$ cat config.mk
export PLATFORM = sky130hd
export DESIGN_NAME = jtvigil_snd_latch_flat
export DESIGN_NICKNAME = d
export VERILOG_FILES = /design/src/rtl/jtvigil_snd_latch_if.sv /design/src/rtl/jtvigil_snd_latch.sv /design/src/flat_wrapper.sv
export SDC_FILE = /design/constraint.sdc
export NUM_CORES = 1
export LEC_CHECK = 0
export CAP_MARGIN = 20
export CORE_MARGIN = 3
export CORE_UTILIZATION = 30
export DETAILED_ROUTE_END_ITERATION = 6
export PLACE_DENSITY = 0.56
export SLEW_MARGIN = 20
export SYNTH_ARGS = -nofsm -noshare
export SYNTH_HDL_FRONTEND = slang
export SYNTH_SLANG_ARGS = --single-unit
$ cat constraint.sdc
create_clock -name clk -period 2.4 [get_ports clk]
set_clock_uncertainty 0.15 [all_clocks]
set_input_delay 0.36 -clock clk [delete_from_list [all_inputs] [get_ports clk]]
set_output_delay 0.36 -clock clk [all_outputs]
set_load 0.02 [all_outputs]
$ cat src/rtl/jtvigil_snd_latch_if.sv
// rtl/jtvigil_snd_latch_if.sv - sound Z80 I/O bus as seen by the sound latch
interface jtvigil_snd_latch_if;
  logic [7:0] snd_A;
  logic [7:0] snd_dout;
  logic       snd_iorq_n;
  logic       snd_rd_n;
  logic       snd_wr_n;
  logic       snd_m1_n;
  logic [7:0] io_din;
  logic       io_din_en;
  logic       wait_n;

  modport master (
    output snd_A, snd_dout, snd_iorq_n, snd_rd_n, snd_wr_n, snd_m1_n,
    input  io_din, io_din_en, wait_n
  );

  modport slave (
    input  snd_A, snd_dout, snd_iorq_n, snd_rd_n, snd_wr_n, snd_m1_n,
    output io_din, io_din_en, wait_n
  );
endinterface

$ cat src/rtl/jtvigil_snd_latch.sv
// rtl/jtvigil_snd_latch.sv - main-to-sound command latch, IRQ vectoring and sample-ROM I/O page
module jtvigil_snd_latch (
  input  logic                      clk,
  input  logic                      rst_n,
  input  logic [7:0]                main_dout,
  input  logic                      latch_wr,
  jtvigil_snd_latch_if.slave        snd,
  input  logic                      ym_irq_n,
  output logic                      int_n,
  output logic [7:0]                dac,
  output logic [15:0]               smp_addr,
  output logic                      smp_cs,
  input  logic [7:0]                smp_data,
  input  logic                      smp_ok
);

  typedef enum logic {FETCH, READY} fetch_t;

  fetch_t      state, state_d;
  logic [7:0]  cmd, smp_buf;
  logic        pend, ok_arm, buf_ld;
  logic        lwr_s, lwr_l, wr_s, wr_l, r4_s, r4_l;
  logic [2:0]  wr_a;
  logic [7:0]  wr_d;

  logic io_cyc, rd_act, wr_act, ack, rd4;
  logic latch_set, wr_fire, inc, addr_chg;
  logic unused_a;

  assign unused_a = ^snd.snd_A[6:3];

  assign io_cyc = ~snd.snd_iorq_n & snd.snd_m1_n & snd.snd_A[7];
  assign rd_act = io_cyc & ~snd.snd_rd_n;
  assign wr_act = io_cyc & ~snd.snd_wr_n;
  assign ack    = ~snd.snd_iorq_n & ~snd.snd_m1_n;
  assign rd4    = rd_act & (snd.snd_A[2:0] == 3'd4);

  // Writes act when the strobe starts; the read-4 increment waits for the
  // strobe to end so a stalled read never advances past the data it returns.
  assign latch_set = lwr_s & ~lwr_l;
  assign wr_fire   = wr_s & ~wr_l;
  assign inc       = r4_l & ~r4_s;
  assign addr_chg  = (wr_fire & ((wr_a == 3'd0) | (wr_a == 3'd1))) | inc;

  always_ff @(posedge clk or negedge rst_n) begin
    if (!rst_n) begin
      lwr_s <= 1'b0;
      lwr_l <= 1'b0;
      wr_s  <= 1'b0;
      wr_l  <= 1'b0;
      r4_s  <= 1'b0;
      r4_l  <= 1'b0;
      wr_a  <= 3'd0;
      wr_d  <= 8'h00;
    end else begin
      lwr_s <= latch_wr;
      lwr_l <= lwr_s;
      wr_s  <= wr_act;
      wr_l  <= wr_s;
      r4_s  <= rd4;
      r4_l  <= r4_s;
      wr_a  <= snd.snd_A[2:0];
      wr_d  <= snd.snd_dout;
    end
  end

  always_ff @(posedge clk or negedge rst_n) begin
    if (!rst_n) begin
      cmd  <= 8'h00;
      pend <= 1'b0;
    end else if (latch_set) begin
      cmd  <= main_dout;
      pend <= 1'b1;
    end else if (wr_fire && wr_a == 3'd3) begin
      pend <= 1'b0;
    end
  end

  always_ff @(posedge clk or negedge rst_n) begin
    if (!rst_n) begin
      smp_addr <= 16'h0000;
      dac      <= 8'h00;
    end else if (wr_fire) begin
      case (wr_a)
        3'd0:    smp_addr[7:0]  <= wr_d;
        3'd1:    smp_addr[15:8] <= wr_d;
        3'd2:    dac            <= wr_d;
        default: ;
      endcase
    end else if (inc) begin
      smp_addr <= smp_addr + 16'd1;
    end
  end

  // ok_arm masks smp_ok during the first cycle after an address change,
  // which could still belong to the request for the previous address.
  always_ff @(posedge clk or negedge rst_n) begin
    if (!rst_n) begin
      state   <= FETCH;
      ok_arm  <= 1'b0;
      smp_buf <= 8'h00;
    end else begin
      state  <= state_d;
      ok_arm <= ~addr_chg;
      if (buf_ld) smp_buf <= smp_data;
    end
  end

  always_comb begin
    state_d = state;
    buf_ld  = 1'b0;
    if (addr_chg) begin
      state_d = FETCH;
    end else if (state == FETCH && ok_arm && smp_ok) begin
      buf_ld  = 1'b1;
      state_d = READY;
    end
  end

  assign smp_cs     = (state == FETCH);
  assign int_n      = ~(pend | ~ym_irq_n);
  assign snd.wait_n = ~(rd4 & (state == FETCH));

  always_comb begin
    snd.io_din    = 8'hFF;
    snd.io_din_en = 1'b0;
    if (ack) begin
      snd.io_din    = {2'b11, ~pend, ym_irq_n, 4'hF};
      snd.io_din_en = 1'b1;
    end else if (rd_act) begin
      snd.io_din_en = 1'b1;
      case (snd.snd_A[2:0])
        3'd0:    snd.io_din = cmd;
        3'd4:    snd.io_din = smp_buf;
        default: snd.io_din = 8'hFF;
      endcase
    end
  end

endmodule
$ cat src/flat_wrapper.sv
// flat-port wrapper written by rule: the top's interface ports become plain ports
module jtvigil_snd_latch_flat 
  (clk, rst_n, main_dout, latch_wr, ym_irq_n, int_n, dac, smp_addr, smp_cs, smp_data, smp_ok, snd_snd_A, snd_snd_dout, snd_snd_iorq_n, snd_snd_rd_n, snd_snd_wr_n, snd_snd_m1_n, snd_io_din, snd_io_din_en, snd_wait_n);
  jtvigil_snd_latch_if snd_i ();
  input  logic clk;
  input  logic rst_n;
  input  logic [7:0] main_dout;
  input  logic latch_wr;
  input  logic ym_irq_n;
  output logic int_n;
  output logic [7:0] dac;
  output logic [15:0] smp_addr;
  output logic smp_cs;
  input  logic [7:0] smp_data;
  input  logic smp_ok;
  input wire logic [$bits(snd_i.snd_A)-1:0] snd_snd_A;
  input wire logic [$bits(snd_i.snd_dout)-1:0] snd_snd_dout;
  input wire logic [$bits(snd_i.snd_iorq_n)-1:0] snd_snd_iorq_n;
  input wire logic [$bits(snd_i.snd_rd_n)-1:0] snd_snd_rd_n;
  input wire logic [$bits(snd_i.snd_wr_n)-1:0] snd_snd_wr_n;
  input wire logic [$bits(snd_i.snd_m1_n)-1:0] snd_snd_m1_n;
  output wire logic [$bits(snd_i.io_din)-1:0] snd_io_din;
  output wire logic [$bits(snd_i.io_din_en)-1:0] snd_io_din_en;
  output wire logic [$bits(snd_i.wait_n)-1:0] snd_wait_n;
  assign snd_i.snd_A = snd_snd_A;
  assign snd_i.snd_dout = snd_snd_dout;
  assign snd_i.snd_iorq_n = snd_snd_iorq_n;
  assign snd_i.snd_rd_n = snd_snd_rd_n;
  assign snd_i.snd_wr_n = snd_snd_wr_n;
  assign snd_i.snd_m1_n = snd_snd_m1_n;
  assign snd_io_din = snd_i.io_din;
  assign snd_io_din_en = snd_i.io_din_en;
  assign snd_wait_n = snd_i.wait_n;
  jtvigil_snd_latch u_core (.clk(clk), .rst_n(rst_n), .main_dout(main_dout), .latch_wr(latch_wr), .snd(snd_i), .ym_irq_n(ym_irq_n), .int_n(int_n), .dac(dac), .smp_addr(smp_addr), .smp_cs(smp_cs), .smp_data(smp_data), .smp_ok(smp_ok));
endmodule
==> summary.txt, run 1 <==
Clk Latency, worst-skew pair - 0.33 ns
Sum Neg Setup Slack - 0 ns
Minimum clock period after layout - 2.26 ns
Maximum number of pins on one net before global-route repair - 61
Fraction of synthesized cell area taken by the top area cell type - 0.553
Cell types with the largest area share after synthesis - sky130_fd_sc_hd__dfrtp_1 (55%), sky130_fd_sc_hd__mux2_2 (10%), sky130_fd_sc_hd__a21oi_1 (3.7%)
Total setup violations reported at the end of the flow - 0
Number of iterations in the first detailed-routing pass - 4
Clock tree buffer depth - 2
Vias per inst - 4.96
Relative contribution of combinational cells to total power - 0.161
Number of synthesized flops with an enable pin - 0
Initial standard-cell utilization of the core - 0.310
Standard cell core area - 8760 um^2
Setup slack on the worst flop-to-flop path - 0.41 ns
Multi-input combinational cell area - 1150 um^2
Number of antenna violations at the first check in global routing - 0
Clock root cell - sky130_fd_sc_hd__clkbuf_8
Worst ir drop on vdd - 0.257 mV
TritonCTS clock tree - yes
Number of register bits inferred by synthesis - 60
Antenna cell count - 0
Number of different library cells in the post-synthesis netlist - 44
Most heavily used metal layer in global routing - met2
CTS Sinks - 60
Number of primary I/O pins - 77
Proportion of total power due to net switching - 0.254
H-tree Lvls - 3
Primary FF master, synth - sky130_fd_sc_hd__dfrtp_1
Post-synthesis sequential area ratio - 0.553
Internal - 1.90 mW
Required time of the critical path - 1.89 ns
Starting DRT DRC Count - 53
Asr flop ratio synth - 1.00
Synthesis-to-layout area growth - 41.2%
Final Wtd Congestion - 0.738
Routed WL - 6.50 mm
First-pass GRT wire length - 10.9 mm
Total half-perimeter wirelength after legalization and detailed placement - 4.73 mm
Residual overflow from global routing - 0
Unrepaired setup endpoints after global routing - no
Actual slew at the worst max-slew pin - 0.685 ns
Clk slew on worst S/H paths - 0.07 ns
Synth cell count leaders - sky130_fd_sc_hd__dfrtp_1 (60), sky130_fd_sc_hd__mux2_2 (24), sky130_fd_sc_hd__a21oi_1 (20), sky130_fd_sc_hd__nor2_1 (14), sky130_fd_sc_hd__nand2_1 (13)
Syn. warnings - 0
Most frequent cell after synthesis - sky130_fd_sc_hd__dfrtp_1
Worst-case hold slack - 0.218 ns
Max frequency - 442 MHz
Critical path type - in -> out
Count of buffers inserted at the top-level ports - 72
Count of standard-cell rows - 34
Hold Vio Cnt, Final - 0
Syn Inst Count - 229
Met2 layer usage reported by global route - 0.212
Fraction of power consumed by sequential logic - 0.475
Final slew viol count - 0
Setup Fix Bufs, Post-CTS - 0
Placed inst area - 3630 um^2
Met1 usage in global routing - 0.173
DRC violation count after routing - 0
Y dimension of the die - 101 um
Final Instance Area - 3830 um^2
Wire length per cell after detailed routing - 15.2 um
Launching element type of the critical path - input pin
Synth Net Count - 271
Arrival time of the worst setup path - 1.75 ns
Met3 capacity usage during global routing - 0.0602
Global router's overall resource usage - 0.137
Status - completed
Cell area power density - 663 nW/um^2
Cts bufs inserted - 9
Cell type with the largest total area after synthesis - sky130_fd_sc_hd__dfrtp_1
DR vias - 2117
Area of the die - 10200 um^2
Sw Pwr - 0.644 mW
Number of routed nets with antenna violations - 0
Leakage component of the power - 1.57 nW
Tcrit/Tclk final - 0.943
Number of filler cells placed in the layout - 865
Relative slew slack - 0.543
DIE WIDTH - 101 um
Seq. cell area - 1500 um^2
Endpoint kind of the worst setup timing path - output pin
Worst hold path type - reg -> reg
Clk network pwr share - 0.365
Vias in the first global route - 2182
Fraction of final layout cells sized beyond drive strength 1 - 0.194
Max-cap violations - 0
Worst slack, placed - -0.116 ns
Post-synthesis instance area - 2710 um^2
Crit Path Max Fanout - 8
Average footprint of a synthesized cell - 11.9 um^2
Number of nets at the end of the flow - 356
Worst Slack Setup Final - 0.137 ns
==> flip-flops by register name (all words and copies together), names as in the netlist <==
register / cells
u_core.state: 1
u_core.cmd: 8
u_core.smp_buf: 8
u_core.r4_l: 1
u_core.lwr_l: 1
u_core.wr_s: 1
u_core.wr_l: 1
u_core.smp_addr: 16
u_core.dac: 8
u_core.wr_d: 8
u_core.r4_s: 1
u_core.pend: 1
u_core.ok_arm: 1
u_core.lwr_s: 1
u_core.wr_a: 3
==> critical path: stages <==
cell,delay (ns)
sky130_fd_sc_hd__clkdlybuf4s50_1,0.42
sky130_fd_sc_hd__nand3b_1,0.19
sky130_fd_sc_hd__nor4_2,0.17
sky130_fd_sc_hd__buf_4,0.20
sky130_fd_sc_hd__a22oi_1,0.07
sky130_fd_sc_hd__dlygate4sd2_1,0.33
==> cells in the final DEF (no fill, tap or decap), types with 2 or more instances in the layout <==
master	Yosys	layout
sky130_fd_sc_hd__mux2_2	24	24
sky130_fd_sc_hd__a22oi_1	2	2
sky130_fd_sc_hd__a2bb2oi_1	2	2
sky130_fd_sc_hd__clkdlybuf4s50_1	0	62
sky130_fd_sc_hd__clkbuf_8	0	11
sky130_fd_sc_hd__dfrtp_1	60	60
sky130_fd_sc_hd__nand2_1	13	13
sky130_fd_sc_hd__nand4_1	5	5
sky130_fd_sc_hd__a21o_1	2	2
sky130_fd_sc_hd__dlygate4sd2_1	0	9
sky130_fd_sc_hd__o22ai_1	2	2
sky130_fd_sc_hd__o21ai_0	5	5
sky130_fd_sc_hd__and4_1	5	5
sky130_fd_sc_hd__nand2b_1	2	2
sky130_fd_sc_hd__a31oi_1	3	3
sky130_fd_sc_hd__a21oi_1	20	20
sky130_fd_sc_hd__nand3_1	4	4
sky130_fd_sc_hd__clkinv_2	0	2
sky130_fd_sc_hd__buf_4	0	11
sky130_fd_sc_hd__nor2_1	14	14
sky130_fd_sc_hd__and2_1	6	6
sky130_fd_sc_hd__o22a_1	8	8
sky130_fd_sc_hd__and3_1	4	4
sky130_fd_sc_hd__nor2b_1	4	4
sky130_fd_sc_hd__mux2i_1	9	9
sky130_fd_sc_hd__inv_1	2	2
sky130_fd_sc_hd__buf_12	0	2
sky130_fd_sc_hd__a22o_1	2	2
==> timing repair <==
| item | in CTS | in global routing |
|---|---|---|
| endpoints found under the hold margin | 60 | 0 |
| hold buffers | 1 | 0 |
| setup endpoints to repair | 9 | 0 |
| gates resized for setup | 9 | 0 |
==> cell families (layout without fill, tap and decap cells) <==
group,count (synthesis),in the layout,synth area share
simple gates,67,67,0.150
flops,60,60,0.553
compound gates,54,54,0.136
mux,33,33,0.133
buf+inv,14,104,0.0235
fa+ha+maj,1,1,0.00461
==> final cells by class <==
| cell class | count | share of cell area |
|---|---|---|
| timing repair buffer | 86 | 0.218 |
| clock inverter | 4 | 0.0124 |
| clock buffer | 12 | 0.0405 |
| inverter | 2 | 0.00196 |
| tap | 108 | 0.0353 |
| sequential | 60 | 0.392 |
| multi-input combinational | 155 | 0.300 |
==> path summary, 6_finish.rpt <==
kind                                    start                  end  cells after the start
setup / recovery               snd_snd_iorq_n        snd_io_din[5]                      6
hold / removal                   u_core.lwr_s         u_core.lwr_l                      0
setup reg to reg           u_core.smp_addr[0]  u_core.smp_addr[14]                      5
hold reg to reg                  u_core.lwr_s         u_core.lwr_l                      0
max in group asynchronous               rst_n    u_core.smp_buf[3]                      3
min in group asynchronous               rst_n        u_core.dac[2]                      3
==> through the flow <==
| step | util | power (mW) | std cells |
|---|---|---|---|
| 5_1_grt | 0.437 | 2.68 | 427 |
| 2_1_floorplan | - | 1.41 | 229 |
| 3_3_place_gp | 0.414 | 1.63 | 410 |
| 4_1_cts | 0.437 | 2.58 | 427 |
| 3_5_place_dp | 0.414 | 1.64 | 410 |
| 6_report | 0.437 | 2.54 | 427 |
==> power by group through the flow <==
stage | sequential [mW] | clock, mW | combinational, mW
2_1_floorplan | 1.25 | 0 | 0.163
3_3_place_gp | 1.22 | 0 | 0.411
3_5_place_dp | 1.23 | 0 | 0.417
4_1_cts | 1.21 | 0.955 | 0.417
5_1_grt | 1.22 | 1.01 | 0.445
6_report | 1.21 | 0.926 | 0.408
==> per-layer routing <==
metal / vias up / routed length (um) / share of wire
li1: 1026 / - / -
met1: 1020 / 2970 / 0.46
met2: 67 / 2970 / 0.46
met3: 4 / 518 / 0.080
met4: 0 / 43 / 0.0066
met5: - / 0 / 0
Note: power is estimated with default switching activity, not from simulation.
==> run 2: changes to the inputs <==
TNS_END_PERCENT = 100   (was not set)
==> results of run 2 <==
The final DEF is identical to that of run 1; final timing and power are the same.
==> run 3: changes to the inputs <==
CORE_MARGIN = not set   (was 3)
==> summary.txt, run 3 (synthesized netlist as in run 1, its figures left out) <==
Residual overflow from global routing - 0
Status - completed
Hold Vio Cnt, Final - 0
Standard cell core area - 8720 um^2
Chain of cells forming the critical path - clkdlybuf4s50_1 > nand3b_1 > nor4_2 > buf_4 > a22oi_1 > dlygate4sd2_1
TritonCTS clock tree - yes
Number of nets at the end of the flow - 355
Unrepaired setup endpoints after global routing - no
Highest-delay cell along the critical path - sky130_fd_sc_hd__clkdlybuf4s50_1
Worst Slack Setup Final - 0.112 ns
Placed inst area - 3610 um^2
Commonest non-fill, non-tap cells in the layout - sky130_fd_sc_hd__clkdlybuf4s50_1 (62), sky130_fd_sc_hd__dfrtp_1 (60), sky130_fd_sc_hd__mux2_2 (24)
Most common cell after layout, fill and taps aside - sky130_fd_sc_hd__clkdlybuf4s50_1
Count of placed standard cells including taps - 409
Wire length per cell after detailed routing - 15.2 um
Clk slew on worst S/H paths - 0.07 ns
Count of standard-cell rows - 34
Minimum clock period after layout - 2.29 ns
DR vias - 2118
Post-route core utilization - 0.440
Fraction of final layout cells sized beyond drive strength 1 - 0.195
DRC violation count after routing - 0
Critical path type - in -> out
Vias in the first global route - 2175
Worst ir drop on vdd - 0.380 mV
Clock root cell - sky130_fd_sc_hd__clkbuf_8
Antenna cell count - 0
Routed WL - 6.49 mm
Cts bufs inserted - 9
Launching element type of the critical path - input pin
Number of iterations in the first detailed-routing pass - 4
Arrival time of the worst setup path - 1.78 ns
Max-cap violations - 0
Area of the die - 9430 um^2
Global router's overall resource usage - 0.149
Final Wtd Congestion - 0.783
Relative slew slack - 0.526
Vias per inst - 4.97
Tcrit/Tclk final - 0.953
Endpoint kind of the worst setup timing path - output pin
H-tree Lvls - 3
Number of flip-flops under the largest register name - 16
Max frequency - 437 MHz
Clk Latency, worst-skew pair - 0.34 ns
Final slew viol count - 0
Worst slack, placed - -0.105 ns
DIE WIDTH - 97.1 um
Number of antenna violations at the first check in global routing - 0
Number of standard cells in the final layout excluding fillers - 426
Largest Register - u_core.smp_addr
CP bufs+invs - 3
Clock tree buffer depth - 2
First-pass GRT wire length - 11.0 mm
Largest incremental delay on the critical path - 0.42 ns
Synthesis-to-layout area growth - 41.3%
Number of routed nets with antenna violations - 0
Y dimension of the die - 97.1 um
Actual slew at the worst max-slew pin - 0.711 ns
Cell area power density - 688 nW/um^2
Worst hold path type - reg -> reg
Number of primary I/O pins - 77
Final Instance Area - 3830 um^2
Total half-perimeter wirelength after legalization and detailed placement - 4.64 mm
CTS Sinks - 60
Crit Path Max Fanout - 8
Required time of the critical path - 1.89 ns
Total setup violations reported at the end of the flow - 0
Starting DRT DRC Count - 59
Count of buffers inserted at the top-level ports - 72
Leakage component of the power - 1.57 nW
Cell family with most CP delay - buffers and inverters
Initial standard-cell utilization of the core - 0.311
Maximum number of pins on one net before global-route repair - 31
[run 3: cell type report]
type                            count  area (um^2)
Multi-Input combinational cell    155         1150
Tap cell                          108          135
Clock inverter                      7          101
Fill cell                         835         4890
Inverter                            2         7.51
Clock buffer                        9          124
Timing Repair Buffer               85          817
Sequential cell                    60         1500
[run 3: timing repair]
action | CTS | global route
hold buffers | 1 | 0
endpoints found under the setup margin | 9 | 0
setup buffers | 0 | 0
hold endpoints to repair | 28 | 0
resized for setup | 9 | 0
[run 3: final timing paths]
check | end | startpoint | cells after the start | slack, ns
setup / recovery | snd_io_din[5] | snd_snd_iorq_n | 6 | 0.11
max in group asynchronous | u_core.smp_buf[1] | rst_n | 3 | 0.97
min in group asynchronous | u_core.dac[0] | rst_n | 2 | 0.44
hold / removal | u_core.lwr_l | u_core.lwr_s | 0 | 0.22
setup reg to reg | u_core.smp_addr[14] | u_core.smp_addr[0] | 5 | 0.43
hold reg to reg | u_core.lwr_l | u_core.lwr_s | 0 | 0.22
[run 3: through the flow]
stage	TNS (ns)	hold WS [ns]	power (mW)
after global placement	-0.587	0.201	1.63
after CTS	0	0.222	2.68
after detailed placement	-0.738	0.204	1.64
after global routing	0	0.239	2.77
after floorplan	0	-0.0856	1.41
final	0	0.220	2.64
[run 3: worst reg2reg max path, delay by kind of cell, from the launching register on]
| kind | cells | cell delay (ns) |
|---|---|---|
| AO/OA/AOI/OAI | 2 | 0.48 |
| flip-flops | 1 | 0.46 |
| adder cells (fa/ha/maj) | 1 | 0.27 |
| AND/OR/NAND/NOR | 2 | 0.52 |
[run 3: metal layers]
layer | track usage | share of wire | vias up
met3 | 0.0568 | 0.086 | 6
met1 | 0.203 | 0.47 | 1015
met5 | 0 | 0 | -
met2 | 0.213 | 0.44 | 86
li1 | - | - | 1011
met4 | 0.0551 | 0.010 | 0
[run 3: where the power goes]
group	internal, mW	leakage (nW)	switching (mW)
registers	1.12	0.754	0.0832
clock network	0.589	0.106	0.439
logic	0.236	0.709	0.170
